[config.mk]
export PLATFORM = sky130hd
export DESIGN_NAME = vend_ctrl_param
export DESIGN_NICKNAME = d
export VERILOG_FILES = /design/src/rtl/vend_ctrl_param.sv
export SDC_FILE = /design/constraint.sdc
export NUM_CORES = 1
export LEC_CHECK = 0
export ABC_AREA = 1
export CORE_MARGIN = 5
export CORE_UTILIZATION = 50
export CTS_CLUSTER_DIAMETER = 60
export DETAILED_ROUTE_END_ITERATION = 12
export MAX_ROUTING_LAYER = met4
export PLACE_DENSITY_LB_ADDON = 0.05
export SYNTH_ARGS = -nofsm -noshare
export SYNTH_HDL_FRONTEND = slang
export SYNTH_SLANG_ARGS = --single-unit
[constraint.sdc]
create_clock -name CLK -period 2.8 [get_ports CLK]
set_input_delay 0.56 -clock CLK [delete_from_list [all_inputs] [get_ports CLK]]
set_output_delay 0.56 -clock CLK [all_outputs]
set_load 0.005 [all_outputs]
[src/rtl/vend_ctrl_param.sv]
// vend_ctrl_param
// Parametrised vending-machine controller. It accepts 1/2/5-ruble coins up to
// a credit cap and vends when a buy request finds credit >= PRICE. It then pays
// change (or a cancel refund) one coin at a time through a ready/valid
// dispenser handshake, choosing the largest coin that fits each time.
//
// Parameters:
//   PRICE   product price in rubles (1..MAX_SUM)
//   MAX_SUM credit cap; a coin that would exceed it is rejected
//   SUM_W   credit width, 2^SUM_W > MAX_SUM
// Ports:
//   CLK            clock, rising edge
//   reset_n        asynchronous active-low reset
//   coin_valid     coin presented this cycle
//   coin_val       coin code: 0=1, 1=2, 2=5 rubles, 3=invalid
//   buy            purchase request (level)
//   cancel         abort / refund request
//   disp_ready     dispenser accepts coin_out this cycle
//   vend           one-cycle product release pulse
//   coin_reject    one-cycle pulse: previous cycle's coin returned uncredited
//   coin_out_valid change/refund coin offered
//   coin_out_val   offered coin code
//   credit         current credit or remaining payout
//   busy           high in VEND and PAYOUT
module vend_ctrl_param #(
    parameter int PRICE   = 5,
    parameter int MAX_SUM = 12,
    parameter int SUM_W   = 4
) (
    input  logic             CLK,
    input  logic             reset_n,
    input  logic             coin_valid,
    input  logic [1:0]       coin_val,
    input  logic             buy,
    input  logic             cancel,
    input  logic             disp_ready,
    output logic             vend,
    output logic             coin_reject,
    output logic             coin_out_valid,
    output logic [1:0]       coin_out_val,
    output logic [SUM_W-1:0] credit,
    output logic             busy
);

    typedef enum logic [1:0] {
        IDLE    = 2'd0,
        COLLECT = 2'd1,
        VEND    = 2'd2,
        PAYOUT  = 2'd3
    } state_t;

    // Extended-width constants so the coin sum can never wrap.
    localparam logic [SUM_W:0]   L_MAX   = (SUM_W+1)'(MAX_SUM);
    localparam logic [SUM_W:0]   L_PRICE = (SUM_W+1)'(PRICE);
    localparam logic [SUM_W-1:0] L_PRICE_N = SUM_W'(PRICE);

    state_t           r_state;
    logic [SUM_W-1:0] r_credit;
    logic             r_vend;
    logic             r_reject;

    logic [SUM_W:0]   w_coin_amt;
    logic             w_coin_code_ok;
    logic [SUM_W:0]   w_sum;
    logic             w_coin_ok;
    logic             w_can_buy;
    logic [SUM_W-1:0] w_after_vend;
    logic [SUM_W-1:0] w_pay_amt;
    logic [1:0]       w_pay_code;

    // Incoming coin decode and cap check.
    always_comb begin
        w_coin_amt     = '0;
        w_coin_code_ok = 1'b1;
        case (coin_val)
            2'd0:    w_coin_amt = (SUM_W+1)'(1);
            2'd1:    w_coin_amt = (SUM_W+1)'(2);
            2'd2:    w_coin_amt = (SUM_W+1)'(5);
            default: w_coin_code_ok = 1'b0;
        endcase
    end

    assign w_sum        = {1'b0, r_credit} + w_coin_amt;
    assign w_coin_ok    = w_coin_code_ok && (w_sum <= L_MAX);
    assign w_can_buy    = ({1'b0, r_credit} >= L_PRICE);
    assign w_after_vend = r_credit - L_PRICE_N;

    // Greedy change selection from the current credit register.
    always_comb begin
        w_pay_amt  = SUM_W'(1);
        w_pay_code = 2'd0;
        if (r_credit >= SUM_W'(5)) begin
            w_pay_amt  = SUM_W'(5);
            w_pay_code = 2'd2;
        end else if (r_credit >= SUM_W'(2)) begin
            w_pay_amt  = SUM_W'(2);
            w_pay_code = 2'd1;
        end
    end

    always_ff @(posedge CLK or negedge reset_n) begin
        if (!reset_n) begin
            r_state  <= IDLE;
            r_credit <= '0;
            r_vend   <= 1'b0;
            r_reject <= 1'b0;
        end else begin
            r_vend   <= 1'b0;
            r_reject <= 1'b0;
            case (r_state)
                IDLE: begin
                    if (coin_valid) begin
                        if (w_coin_ok) begin
                            r_credit <= w_sum[SUM_W-1:0];
                            r_state  <= COLLECT;
                        end else begin
                            r_reject <= 1'b1;
                        end
                    end
                end
                COLLECT: begin
                    if (cancel) begin
                        // Whole credit becomes the refund; a coin alongside is bounced.
                        r_state  <= PAYOUT;
                        r_reject <= coin_valid;
                    end else if (buy && w_can_buy) begin
                        r_state  <= VEND;
                        r_vend   <= 1'b1;
                        r_reject <= coin_valid;
                    end else if (coin_valid) begin
                        if (w_coin_ok) begin
                            r_credit <= w_sum[SUM_W-1:0];
                        end else begin
                            r_reject <= 1'b1;
                        end
                    end
                end
                VEND: begin
                    r_reject <= coin_valid;
                    r_credit <= w_after_vend;
                    r_state  <= (w_after_vend == '0) ? IDLE : PAYOUT;
                end
                PAYOUT: begin
                    r_reject <= coin_valid;
                    if (disp_ready) begin
                        r_credit <= r_credit - w_pay_amt;
                        if (r_credit == w_pay_amt) begin
                            r_state <= IDLE;
                        end
                    end
                end
                default: r_state <= IDLE;
            endcase
        end
    end

    assign vend           = r_vend;
    assign coin_reject    = r_reject;
    assign credit         = r_credit;
    assign coin_out_valid = (r_state == PAYOUT);
    assign coin_out_val   = w_pay_code;
    assign busy           = (r_state == VEND) || (r_state == PAYOUT);

endmodule

== Word level (Yosys, flattened, before mapping) ==
Cells that the tools add are included.
Cells by class
  reductions and logical operators: 10
  mux-type cells: 28
  add/subtract/negate cells: 3
  shift-type cells: 0
  $mul: 0
  bitwise logic cells: 0
  div/mod/pow operators: 0
  order comparisons: 4
  equality and inequality tests: 13
Operators with widths (number)
  $mux 4: 5
  $mux 2: 9
  $pmux 4 s4: 1
  $ne 2x2->1 const B: 5
  $mux 1: 9
  $pmux 3 s3: 1
  $ge 4x3->1 const B: 2
  $pmux 2 s4: 1
  $eq 2x2->1 const B: 3
  $add 4x5->5: 1
  $le 5x4->1 const B: 1
  $reduce_and 5->1: 1
  $eq 2x1->1 const B: 2
  $eq 4x4->1: 1
  $ge 4x2->1 const B: 1
  $logic_not 2->1: 2
  $logic_not 4->1: 1
  $sub 4x3->4 const B: 1
  $sub 4x4->4: 1
  $mux 3: 1
  $ne 3x3->1 const B: 1
  $pmux 1 s3: 1
  $reduce_and 3->1: 1
  $reduce_or 3->1: 1
  other kinds (4): 5
Storage, ports and cells
  memories kept: 0
  output and inout bits: 10
  bits in read-only memories: 0
  word-level logic and storage cells: 62
  bits in writable memories: 0
  register bits: 8
  bits in latches: 0

== Logic depth before layout (Yosys ltp) ==
  word-level depth: 10
  gate-level depth with buffers: 16

== Least setup slack after synthesis ==
Ideal clock, no wire load.
  path kind: register -> register
  from: reg r_credit[1] (netlist: credit[1])
  to: reg r_credit[2] (netlist: credit[2])
  stages on the path, launching flop included: 16
  arrival time: 2.291 ns
  setup time: 0.065 ns
  data required time: 2.735 ns
  path slack: 0.444 ns
  path buffers: 0
  cell sequence: dfrtp_1 -> inv_1 -> ha_1 -> inv_1 -> nand2_1 -> nand3_2 -> inv_1 -> o31ai_1 -> ha_1 -> inv_1 -> fa_1 -> a21oi_1 -> o21ai_1 -> o211ai_1 -> nand3_1 -> nand2_1
Between the ends
  elaborated cells between the ends (all ways): 19
  those cells by class: add/sub (3); order compare (4); eq/ne (1); mux (8); reduce/logical (3)
RTL lines
  from (decl): line 58  | logic [SUM_W-1:0] r_credit;
  from (signal assigned): line 114  | r_credit <= w_sum[SUM_W-1:0];
  from (signal assigned): line 132  | r_credit <= w_sum[SUM_W-1:0];
  from (signal assigned): line 140  | r_credit <= w_after_vend;
  $ge 4x3->1: line 85  | assign w_can_buy = ({1'b0, r_credit} >= L_PRICE);
  named net w_can_buy: line 66  | logic w_can_buy;
  $logic_and 1x1->1: line 126  | end else if (buy && w_can_buy) begin
  $ne 2x2->1 (no line)
  $reduce_and 3->1 (no line)
The timed path passes the listed nets, and every way through them passes these cells. The select of a mux whose other input is x is not followed.
A chain may end at the register's enable or synchronous reset.

== Worst setup path after layout ==
  from: reg r_credit[0] (netlist: credit[0])
  to: out coin_out_val[0]
Between the ends
  word-level cells in the longest chain between the ends: 3
  elaborated cells between the ends (all ways): 4
  those cells by class: order compare (2); mux (2)
RTL lines
  $ge 4x2->1: line 95  | end else if (r_credit >= SUM_W'(2)) begin
  $mux 1: line 95
  $mux 2 (*): line 92  | if (r_credit >= SUM_W'(5)) begin
  to (decl): line 40  | output logic [1:0] coin_out_val,
Every way passes the cells marked *; elsewhere a longest branch is shown, timed or not.

==> run metrics <==
status finished, final reports clean; area delta synth->final 25.5%; Hold Fails Final Rpt 0; Leak 0.604 nW; Overall Power 1.46 mW; Tcrit/Tclk final 0.955; Worst Setup EP coin_out_val[0]; Starting DRT DRC Count 26; Crit path buffers/inverters 5; io pins 18; clk_lat worst skew 0.26 ns; reg2reg start credit[0]$_DFFE_PN0P_; most frequent cells in the layout nand2_1, nand3_1, inv_1; Synth Area in Compound Gates 0.0755; main combinational cell family by area after synthesis simple AND/OR/NAND/NOR gates; Simple-Gate Fraction of Synth Area 0.401; # DRC 0; postcts setup bufs 0; reg2reg path depth 13; YS warnings 0; Max Clock Freq 0.374 GHz; CP startpoint credit[0]$_DFFE_PN0P_; core area 0.00173 sq mm; crit path capture type primary output; RSZ-0062 raised after global routing false; Die Wd 52.7 microns; commonest non-fill, non-tap cell in the layout nand2_1; CP required 2.24 ns; clk_skew 0.00361 ns; Post-Syn Instances 139; Synth Area in Adders 0.181; reg2reg end credit[1]$_DFFE_PN0P_; total negative slack 0 ns; global-route wire length before repair 3810 microns; post-synthesis register bit count 8; DR pass1 iterations 4; total die area 0.00278 sq mm; worst path cell trace buf_4 -> ha_1 -> nand2_1 -> nand3_2 -> inv_1 -> o31ai_1 -> buf_4 -> inv_1 -> clkdlybuf4s50_1; critical path depth in cells 9; Final GP Congestion 0.877; routed vias 924; WL final 2190 microns; syn nets 159; Slew Limit Fails 0; Crit path arrival time 2.11 ns; initial antenna violation count 0; clk buf depth 2; Slowest cell on crit path clkdlybuf4s50_1; Crit path max-delay family buffers and inverters; Tightest Pin Transition 0.361 ns; Post-DP HPWL 1870 microns; Worst Path Max Fanout 5; Peak VDD IR 0.628 mV; area of the mapped netlist 911 sq um; routed len/inst 11.9 microns; Total GRT Usage 0.190; Netlist cell types 23; clk slew on worst S/H paths 0.06 ns; ant diodes 0; Initial Util 0.528; H-Tree Level Count 1; PortBufs 17; CP startpoint kind flop; Hold Path Class in2async; Clk Tree Root Cell clkbuf_4; fraction of layout cells with a size suffix above 1 0.119; sequential share of the synthesized area 0.220; Final setup viols 0; min Tclk post-route 2.67 ns; relative slew slack 0.756; grt total ovfl 0; Rows 15; Setup CP Type reg2out; max_cap viols 0; Detail Route Antenna Nets 0; pwr dens 1270 mW/mm^2; number of global-route vias before repair 907; Nets 181; mux contribution to synthesized area 0; xor/xnor share of the synthesized area 0.00962; TritonCTS Buffers 3; Syn Area/Cell 6.55 sq um; Worst path max stage delay 0.48 ns; CTS tree yes; die height 52.7 microns; largest net degree at the start of global routing 11; Fill cells 169; flop2flop setup slack 0.44 ns; clock sink count 8; Avg Vias per Cell 5.02
==> state kept, by name, indices dropped and copies added, names as in the netlist <==
| signal | cells |
|---|---|
| credit | 4 |
| r_state | 2 |
| coin_reject | 1 |
| vend | 1 |
==> cells in the mapped netlist <==
library cell / instances / area share
a21boi_1: 1 / 0.0082
a21oi_1: 5 / 0.027
buf_2: 1 / 0.0055
buf_4: 1 / 0.0082
clkbuf_1: 1 / 0.0041
dfrtp_1: 8 / 0.22
fa_1: 2 / 0.044
ha_1: 10 / 0.14
inv_1: 20 / 0.082
inv_2: 3 / 0.012
nand2_1: 40 / 0.16
nand2_2: 3 / 0.021
nand3_1: 19 / 0.10
nand3_2: 2 / 0.022
nand4_1: 4 / 0.027
nor2_1: 10 / 0.041
nor2_2: 2 / 0.014
o211ai_1: 2 / 0.016
o21ai_1: 1 / 0.0055
o311ai_0: 1 / 0.0096
o31ai_1: 1 / 0.0082
or2_1: 1 / 0.0069
xnor2_1: 1 / 0.0096
==> repair_timing <==
item | CTS | global route
hold buffers | 0 | 0
endpoints found under the setup margin | 0 | 1
resized for setup | 0 | 3
==> routing by layer <==
metal | global-route usage | share of wire | vias to the layer above
met3 | 0.0342 | 0.032 | 2
met2 | 0.339 | 0.51 | 17
met5 | - | 0 | -
li1 | - | - | 488
met1 | 0.222 | 0.45 | 417
met4 | 0.0383 | 0.0082 | 0
==> worst register-to-register path: stages, from the launching register on <==
cell and delay (ns):
dfrtp_1 0.38, buf_4 0.17, ha_1 0.19, nand2_1 0.07, nand3_2 0.13, inv_1 0.11
o31ai_1 0.10, ha_1 0.22, inv_1 0.08, fa_1 0.41, nand2_1 0.07, o311ai_0 0.13
nand3_1 0.12, nand2_1 0.06
==> worst min-delay path by stage <==
stage,startpoint,to,slack [ns],cells past startpoint
after global placement,credit[3]$_DFFE_PN0P_,credit[3]$_DFFE_PN0P_,0.62,2
final,reset_n,vend$_DFF_PN0_,0.58,1
after CTS,reset_n,vend$_DFF_PN0_,0.60,1
after detailed placement,credit[0]$_DFFE_PN0P_,credit[0]$_DFFE_PN0P_,0.61,3
after global routing,reset_n,vend$_DFF_PN0_,0.61,1
after floorplan,reset_n,coin_reject$_DFF_PN0_,0.26,0
==> logic make-up after synthesis <==
logic type | Yosys count
compound gates | 11
xor+xnor | 1
fa+ha+maj | 12
buf+inv | 26
flops | 8
simple gates | 81
==> final cells by class <==
class / count / area (sq um) / area share
Tap cell: 25 / 31.3 / 0.0274
Multi-Input combinational cell: 105 / 611 / 0.534
Clock buffer: 3 / 22.5 / 0.0197
Timing Repair Buffer: 20 / 193 / 0.168
Inverter: 23 / 86.3 / 0.0755
Sequential cell: 8 / 200 / 0.175
==> stage by stage <==
stage,hold slack [ns],setup slack (ns),instance area [sq um],instances,utilization
after floorplan,0.264,0.444,911,139,-
after global placement,0.623,0.239,1120,181,0.648
after detailed placement,0.614,0.158,1120,181,0.648
after CTS,0.599,0.0806,1140,184,0.661
after global routing,0.608,0.0170,1140,184,0.662
final,0.584,0.127,1140,184,0.662
==> report_power, final <==
part           switching (mW)  internal [mW]
clock                  0.0404         0.0491
sequential             0.0750          0.170
combinational           0.627          0.496
total                   0.743          0.715
(Power assumes the default switching activity.)
